<file path="config.mk">
export PLATFORM = sky130hd
export DESIGN_NAME = lab4_branch_resolve_queue
export DESIGN_NICKNAME = d
export VERILOG_FILES = /design/src/rtl/lab4_branch_resolve_queue.sv
export SDC_FILE = /design/constraint.sdc
export NUM_CORES = 1
export LEC_CHECK = 0
export BUFFER_PORTS_ARGS = -buffer_cell sky130_fd_sc_hd__buf_4
export CAP_MARGIN = 40
export CORE_ASPECT_RATIO = 1.5
export CORE_MARGIN = 5
export CORE_UTILIZATION = 61
export DETAILED_ROUTE_END_ITERATION = 10
export PLACE_DENSITY = 0.87
export SLEW_MARGIN = 10
export SYNTH_ARGS = -nofsm -noshare
export SYNTH_HDL_FRONTEND = slang
export SYNTH_SLANG_ARGS = --single-unit
</file>
<file path="constraint.sdc">
create_clock -name clk -period 8.15 [get_ports clk]
set_clock_uncertainty 0.1 [all_clocks]
set_input_delay 1.63 -clock clk [delete_from_list [all_inputs] [get_ports clk]]
set_output_delay 1.63 -clock clk [all_outputs]
set_load 0.02 [all_outputs]
</file>
<file path="src/rtl/lab4_branch_resolve_queue.sv">
// Branch resolution queue: records fetch predictions in program order, trains the
// predictor on resolve and squashes younger records on a mispredict.
module lab4_branch_resolve_queue #(
    parameter int p_depth     = 4,
    parameter int p_cnt_width = 16
) (
    input  logic                   clk,
    input  logic                   reset,
    input  logic                   pred_val,
    output logic                   pred_rdy,
    input  logic [31:0]            pred_pc,
    input  logic                   pred_taken,
    input  logic                   resolve_val,
    output logic                   resolve_rdy,
    input  logic                   resolve_taken,
    output logic                   update_en,
    output logic                   update_val,
    output logic [31:0]            update_pc,
    output logic                   mispred,
    output logic [p_cnt_width-1:0] num_branches,
    output logic [p_cnt_width-1:0] num_mispred
);

    localparam int idx_w = $clog2(p_depth);
    localparam int ptr_w = idx_w + 1;

    typedef struct packed {
        logic [31:0] pc;
        logic        taken;
    } entry_t;

    entry_t             mem [p_depth];
    entry_t             head;
    logic [ptr_w-1:0]   wr_ptr;
    logic [ptr_w-1:0]   rd_ptr;
    logic [ptr_w-1:0]   count;
    logic               enq;
    logic               deq;
    logic               mis;

    assign pred_rdy    = (count != ptr_w'(p_depth));
    assign resolve_rdy = (count != '0);

    assign head = mem[rd_ptr[idx_w-1:0]];
    assign enq  = pred_val && pred_rdy;
    assign deq  = resolve_val && resolve_rdy;
    assign mis  = deq && (head.taken != resolve_taken);

    // NOTE: storage is not reset; occupancy alone decides which entries are valid.
    // A fetch arriving alongside a mispredict is wrong-path and is never written.
    always_ff @(posedge clk) begin
        if (enq && !mis)
            mem[wr_ptr[idx_w-1:0]] <= '{pc: pred_pc, taken: pred_taken};
    end

    // NOTE: all state uses non-blocking assignments so every read sees pre-edge values.
    always_ff @(posedge clk or posedge reset) begin
        if (reset) begin
            wr_ptr       <= '0;
            rd_ptr       <= '0;
            count        <= '0;
            update_en    <= 1'b0;
            update_val   <= 1'b0;
            update_pc    <= '0;
            mispred      <= 1'b0;
            num_branches <= '0;
            num_mispred  <= '0;
        end else begin
            update_en <= deq;
            mispred   <= mis;

            if (deq) begin
                update_val <= resolve_taken;
                update_pc  <= head.pc;
                if (num_branches != {p_cnt_width{1'b1}})
                    num_branches <= num_branches + p_cnt_width'(1);
                if (mis && num_mispred != {p_cnt_width{1'b1}})
                    num_mispred <= num_mispred + p_cnt_width'(1);
            end

            if (mis) begin
                // Squash: pop the head and drop every younger record.
                rd_ptr <= rd_ptr + ptr_w'(1);
                wr_ptr <= rd_ptr + ptr_w'(1);
                count  <= '0;
            end else begin
                if (enq)
                    wr_ptr <= wr_ptr + ptr_w'(1);
                if (deq)
                    rd_ptr <= rd_ptr + ptr_w'(1);
                case ({enq, deq})
                    2'b10:   count <= count + ptr_w'(1);
                    2'b01:   count <= count - ptr_w'(1);
                    default: count <= count;
                endcase
            end
        end
    end

endmodule
</file>
==> results of run 1 <==
[flip-flops by register name, summed over array words and instances (netlist names)]
register      count
mem             132
num_mispred      16
mispred           1
wr_ptr            2
num_branches     16
update_pc        32
rd_ptr            2
update_val        1
count             3
update_en         1
[placed cells by master (no fill, tap or decap), drive strengths merged, types with 3 or more instances in the layout]
master / count
nand3: 11
and3: 5
mux2: 4
clkinv: 8
a31oi: 3
nor3: 5
nand2: 114
nor3b: 4
mux2i: 5
inv: 6
xnor2: 25
ha: 6
xor2: 10
nor2: 10
dfrtp: 74
edfxtp: 132
mux4: 32
and4: 4
buf: 116
clkbuf: 21
nand4: 11
bufinv: 4
[worst reg2reg max path, stage by stage, from the launching register on]
cell and delay (ns):
dfrtp_2 0.95, mux2i_1 0.38, mux2i_1 0.45, nor3_2 0.16, buf_4 0.24, nor3b_2 0.21, buf_4 0.43
[worst min-delay path by stage]
| stage | cells past startpoint | slack (ns) | endpoint |
|---|---|---|---|
| global placement | 2 | 0.36 | update_pc[9]$_DFFE_PP0P_ |
| CTS | 2 | 0.38 | update_pc[25]$_DFFE_PP0P_ |
| finish | 2 | 0.38 | update_pc[25]$_DFFE_PP0P_ |
| global route | 2 | 0.40 | update_pc[25]$_DFFE_PP0P_ |
| detailed placement | 2 | 0.36 | update_pc[14]$_DFFE_PP0P_ |
| floorplan | 2 | 0.46 | count[2]$_DFFE_PP0P_ |
[per-layer routing]
metal / GRT usage, % / routed length [µm] / part of all wire (%) / vias up
li1: - / - / - / 2063
met1: 25.6 / 6000 / 37 / 2328
met2: 39.0 / 8910 / 55 / 172
met3: 3.20 / 912 / 5.6 / 31
met4: 6.80 / 357 / 2.2 / 0
met5: 0 / 0 / 0 / -
[power by group through the flow]
stage          combinational, mW  clock, mW  sequential, mW
4_1_cts                     1.10      0.949            1.57
2_1_floorplan              0.608          0            1.65
5_1_grt                     1.17       1.00            1.59
3_3_place_gp                1.03          0            1.56
3_5_place_dp                1.08          0            1.58
6_report                    1.07      0.932            1.57
[cell families after synthesis]
group,Yosys count,synth area share [%]
xor+xnor,35,3.90
mux,41,10.2
simple gates,176,10.2
buf+inv,25,1.44
compound gates,10,0.916
flops,206,72.2
fa+ha+maj,7,1.18
[per-stage QoR]
stage	area, µm²	cells	total power [mW]	utilization [%]	hold WS [ns]
finish	9750	790	3.57	75.3	0.379
global route	9750	790	3.76	75.3	0.399
CTS	9750	790	3.61	75.3	0.380
detailed placement	9090	756	2.65	70.2	0.364
global placement	9050	754	2.59	69.9	0.365
floorplan	8060	500	2.26	-	0.456
[area by class of cell]
type / instances / area (µm²)
Inverter: 6 / 23.8
Tap cell: 159 / 199
Clock buffer: 21 / 483
Sequential cell: 206 / 5820
Timing Repair Buffer: 116 / 891
Multi-Input combinational cell: 269 / 2160
Clock inverter: 13 / 181
Fill cell: 750 / 3200
==> results_dict.tcl, run 1 <==
set metrics [dict create \
    dieWidth_um 104 \
    vias 4594 \
    vias_per_cell 5.82 \
    dpl_worst_slack_ns 4.33 \
    drive_gt1_share_pct 30.7 \
    fmax_ghz 0.296 \
    finalWeightedCongestion 0.822 \
    antenna_cells 0 \
    cts_root_buffer "clkbuf_16" \
    io_buffer_count 106 \
    setup_tns_ns 0 \
    cpPeakStageDelay_ns 0.55 \
    crit_chain "or3b_2 -> buf_4" \
    ys_types 45 \
    synth_flop_cell "edfxtp_1" \
    p_leak_nw 3.97 \
    combPwrFrac_pct 30.1 \
    ys_warn_count 0 \
    hold_viol 0 \
    p_per_area_nw_per_um2 366 \
    hold_buffers 0 \
    critPathLaunchType "register" \
    tightest_slew_ns 0.906 \
    vdd_drop_max_uv 212 \
    drt_iter0_drc 298 \
    die_area_um2 15700 \
    cts_resized 0 \
    grt_first_pass_wirelength_mm 26.2 \
    rsz0062_at_grt "no" \
    switching_share_pct 32.2 \
    cts_buffers 19 \
    netlist_top_cells_count "132 x edfxtp_1, 113 x nand2_1, 74 x dfrtp_1" \
    cts-htree-levels 1 \
    start_util_pct 62.2 \
    core_area_um2 13000 \
    p_int_mw 2.42 \
    synth_area_um2 8060 \
    netlist.area_leader.share_pct 49.2 \
    num_io_pins 107 \
    rows 51 \
    async_reset_ff_share_pct 35.9 \
    maxCapViolCount 0 \
    clkLatencyLatePin_ns 0.48 \
    netlist_instances 500 \
    grt_pass1_vias 5047 \
    ys_ff_latch 206 \
    avgSynthCellArea_um2 16.1 \
    setup_viol 0 \
    routed_wl_mm 16.2 \
    required_ns 6.42 \
    fin_nets 663 \
    reg2reg_depth 6 \
    worstSetupPathDepth 2 \
    finalCritPeriodShare_pct 41.5 \
    min_from "update_pc[25]$_DFFE_PP0P_" \
    crit_family "simple AND/OR/NAND/NOR gates" \
    die_height_um 151 \
    drc_errors 0 \
    critPathBufInv 1 \
    grt_start_max_net_pins 64 \
    reg2reg_from "rd_ptr[1]$_DFFE_PP0P_" \
    cts_setup_buffers 0 \
    p_seq_share_pct 43.8 \
    maxSlewViolCount 0 \
    worstReg2RegEnd "mem[3][28]$_DFFE_PP_" \
    slew_headroom_pct 39.6 \
    synth_most_common_cell "edfxtp_1" \
    switchingPower_mw 1.15 \
    startpoint "count[1]$_DFFE_PP0P_" \
    synth_top_area_cell "edfxtp_1" \
    synth_fp_nets 545 \
    grt-ovfl-total 0 \
    crit_path_max_fanout 5 \
    cts_tree "yes" \
    period_needed_ns 3.38 \
    grt_use_total_pct 21.1 \
    clock_path_buffers 3 \
    critPathKind "reg -> out" \
    routedWlPerCell_um 20.5 \
    setup_ws_ns 4.77 \
    critPathCapture "pred_rdy" \
    hold_class "reg -> reg" \
    area_delta_synth_final_pct 21.0 \
    clk_pin_slew_ns 0.06 \
    slowest_stage "or3b_2" \
    status "finished clean" \
    ff2ff_setup_slack_ns 4.83 \
    arrival_ns 1.65 \
    yosysSeqAreaShare_pct 72.2 \
    cp-end-kind "output port" \
    p_clk_share_pct 26.1 \
    firstDrtPassIters 4 \
    antenna_found_initial 0 \
    hpwlAfterDp_mm 9.97 \
    clkSinkCount 206 \
    antenna_left 0 \
    synth-edff-count 132 \
    synthTopCellsByArea "edfxtp_1 49%, dfrtp_1 23%, mux4_2 8.9%" \
]
Power figures use the tool's default switching activity.
==> run 2: changes to the inputs <==
--- a/config.mk
+++ b/config.mk
@@ -5,13 +5,14 @@
 export SDC_FILE = /design/constraint.sdc
 export NUM_CORES = 1
 export LEC_CHECK = 0
+export ABC_AREA = 1
 export BUFFER_PORTS_ARGS = -buffer_cell sky130_fd_sc_hd__buf_4
 export CAP_MARGIN = 40
 export CORE_ASPECT_RATIO = 1.5
 export CORE_MARGIN = 5
-export CORE_UTILIZATION = 61
+export CORE_UTILIZATION = 52
 export DETAILED_ROUTE_END_ITERATION = 10
-export PLACE_DENSITY = 0.87
+export PLACE_DENSITY = 0.79
 export SLEW_MARGIN = 10
 export SYNTH_ARGS = -nofsm -noshare
 export SYNTH_HDL_FRONTEND = slang
==> constraint.sdc (replaced) <==
create_clock -name clk -period 2.8 [get_ports clk]
set_clock_uncertainty 0.1 [all_clocks]
set_input_delay 0.56 -clock clk [delete_from_list [all_inputs] [get_ports clk]]
set_output_delay 0.56 -clock clk [all_outputs]
set_load 0.02 [all_outputs]
==> results_dict.tcl, run 2 <==
set metrics [dict create \
    synth_most_common_cell "nor2_1" \
    hold_viol 0 \
    cts_tree "yes" \
    clock_path_buffers 3 \
    grt-busiest-layer "met2" \
    p_leak_nw 4.16 \
    cts_resized 0 \
    rsz0062_at_grt "no" \
    period_needed_ns 2.50 \
    arrival_ns 2.59 \
    netlist.area_leader.share_pct 46.2 \
    num_io_pins 107 \
    cts_buffers 20 \
    vias 5988 \
    cts-htree-levels 1 \
    seq_area_um2 5820 \
    hold_buffers 0 \
    dpl.cell_count 1083 \
    antenna_found_initial 0 \
    setup_ws_ns 0.297 \
    ys_warn_count 0 \
    synth_fp_nets 834 \
    required_ns 2.88 \
    grtUsageMet2_pct 35.9 \
    finalWeightedCongestion 0.861 \
    io_buffer_count 106 \
    cp-end-kind "register" \
    grt_start_max_net_pins 50 \
    final_cell_mix "186 x nor2_1, 132 x edfxtp_1, 121 x buf_4, 111 x nand2_1, 73 x dfrtp_1" \
    slowest_stage "dfrtp_2" \
    tightest_slew_ns 0.622 \
    routed_wl_mm 18.6 \
    grt_use_total_pct 19.2 \
    dpl_worst_slack_ns 0.319 \
    synth-edff-count 132 \
    clkLatencyLatePin_ns 0.49 \
    fmax_ghz 0.399 \
    core_area_um2 16200 \
    synth_flop_cell "edfxtp_1" \
    critPathKind "reg -> reg" \
    drive_gt1_share_pct 19.9 \
    yosysSeqAreaShare_pct 67.8 \
    reg2reg_from "rd_ptr[0]$_DFFE_PP0P_" \
    cts_root_buffer "clkbuf_16" \
    p_per_area_nw_per_um2 1070 \
    die_height_um 167 \
    area_delta_synth_final_pct 20.5 \
    firstDrtPassIters 4 \
    clkSinkCount 206 \
    netlist_top_cells_count "190 x nor2_1, 132 x edfxtp_1, 111 x nand2_1" \
    avgSynthCellArea_um2 10.9 \
    synth_area_um2 8580 \
    antenna_cells 0 \
    async_reset_ff_share_pct 35.9 \
    status "finished clean" \
    maxCapViolCount 0 \
    synth_top_area_cell "edfxtp_1" \
    cts_setup_buffers 0 \
    start_util_pct 53.0 \
    finalCritPeriodShare_pct 89.4 \
    critPathLaunchType "register" \
    grt_first_pass_wirelength_mm 29.8 \
    drt_iter0_drc 473 \
    crit_path_max_fanout 23 \
    ys_types 30 \
    fillers 1247 \
    total_power_mw 11.0 \
    final_common_cell "nor2_1" \
    crit_family "simple AND/OR/NAND/NOR gates" \
    critPathBufInv 2 \
    vias_per_cell 5.35 \
    dieWidth_um 115 \
    startpoint "rd_ptr[0]$_DFFE_PP0P_" \
    die_area_um2 19200 \
    netlist_instances 789 \
    instances_no_fill 1119 \
    multi_input_area_um2 2480 \
    clk_pin_slew_ns 0.07 \
    synthTopCellsByArea "edfxtp_1 46%, dfrtp_1 22%, nor2_1 8.3%" \
    setup_viol 0 \
    hold_class "in -> async" \
    cpPeakStageDelay_ns 0.41 \
    rows 57 \
    grt_pass1_vias 6112 \
    globalRouteMet1Util_pct 22.5 \
    routedWlPerCell_um 16.6 \
    crit_chain "inv_2 -> nand2_1 -> nand3_1 -> nand3_1 -> nand3_1 -> nand2_1 -> nor2_4 -> buf_12" \
    fin_nets 944 \
    largest_reg_flops 132 \
    path_common_cell "nand3_1" \
    grt-ovfl-total 0 \
    vdd_drop_max_uv 821 \
    use_met3_pct 2.45 \
    slew_headroom_pct 58.5 \
    drc_errors 0 \
    hpwlAfterDp_mm 12.1 \
    ys_ff_latch 206 \
    maxSlewViolCount 0 \
    antenna_left 0 \
]
run 2: routing by layer:
metal,wire [µm],up-vias
met4,401,0
met5,0,-
met3,933,34
met2,10200,178
li1,-,2889
met1,7050,2887
run 2: layout make-up:
type	count	area share [%]
Multi-Input combinational cell	510	24.0
Inverter	39	1.43
Clock buffer	25	5.42
Sequential cell	206	56.3
Tap cell	206	2.49
Clock inverter	11	1.43
Timing Repair Buffer	122	8.98
run 2: logic make-up after synthesis:
group           count (synthesis)  share of synthesized area (%)
compound gates                113                           7.23
simple gates                  365                           17.6
buf+inv                        73                           3.70
fa+ha+maj                       7                           1.11
xor+xnor                       25                           2.55
flops                         206                           67.8
run 2: path summary, 6_finish.rpt:
| check | endpoint | slack, ns | cells after the start |
|---|---|---|---|
| min in group clk | mem[3][19]$_DFFE_PP_ | 0.18 | 1 |
| hold reg to reg | update_val$_DFFE_PP0P_ | 0.42 | 2 |
| hold / removal | num_branches[4]$_DFFE_PP0P_ | 0.03 | 2 |
| setup reg to reg | mem[0][15]$_DFFE_PP_ | 0.30 | 8 |
| max in group asynchronous | rd_ptr[0]$_DFFE_PP0P_ | 1.84 | 3 |
| setup / recovery | mem[0][15]$_DFFE_PP_ | 0.30 | 8 |
run 2: report_power, final:
part / switching, mW / internal [mW] / total [mW]
Sequential: 0.435 / 4.04 / 4.48
Combinational: 2.41 / 1.30 / 3.71
Clock: 1.14 / 1.71 / 2.86
Total: 3.98 / 7.05 / 11.0
run 2: worst reg2reg max path, delay by kind of cell (launching register included):
kind,cells,cell delay (ns)
AND/OR/NAND/NOR,6,1.20
buffers and inverters,2,0.47
flip-flops,1,0.41
run 2: through the flow:
stage,area [µm²],TNS (ns),util (%),hold slack (ns)
CTS,10300,0,63.9,0.0508
floorplan,8580,-55.46,-,0.406
global route,10300,0,63.9,0.0878
detailed placement,9630,0,59.5,0.412
finish,10300,0,63.9,0.0303
global placement,9630,0,59.5,0.414
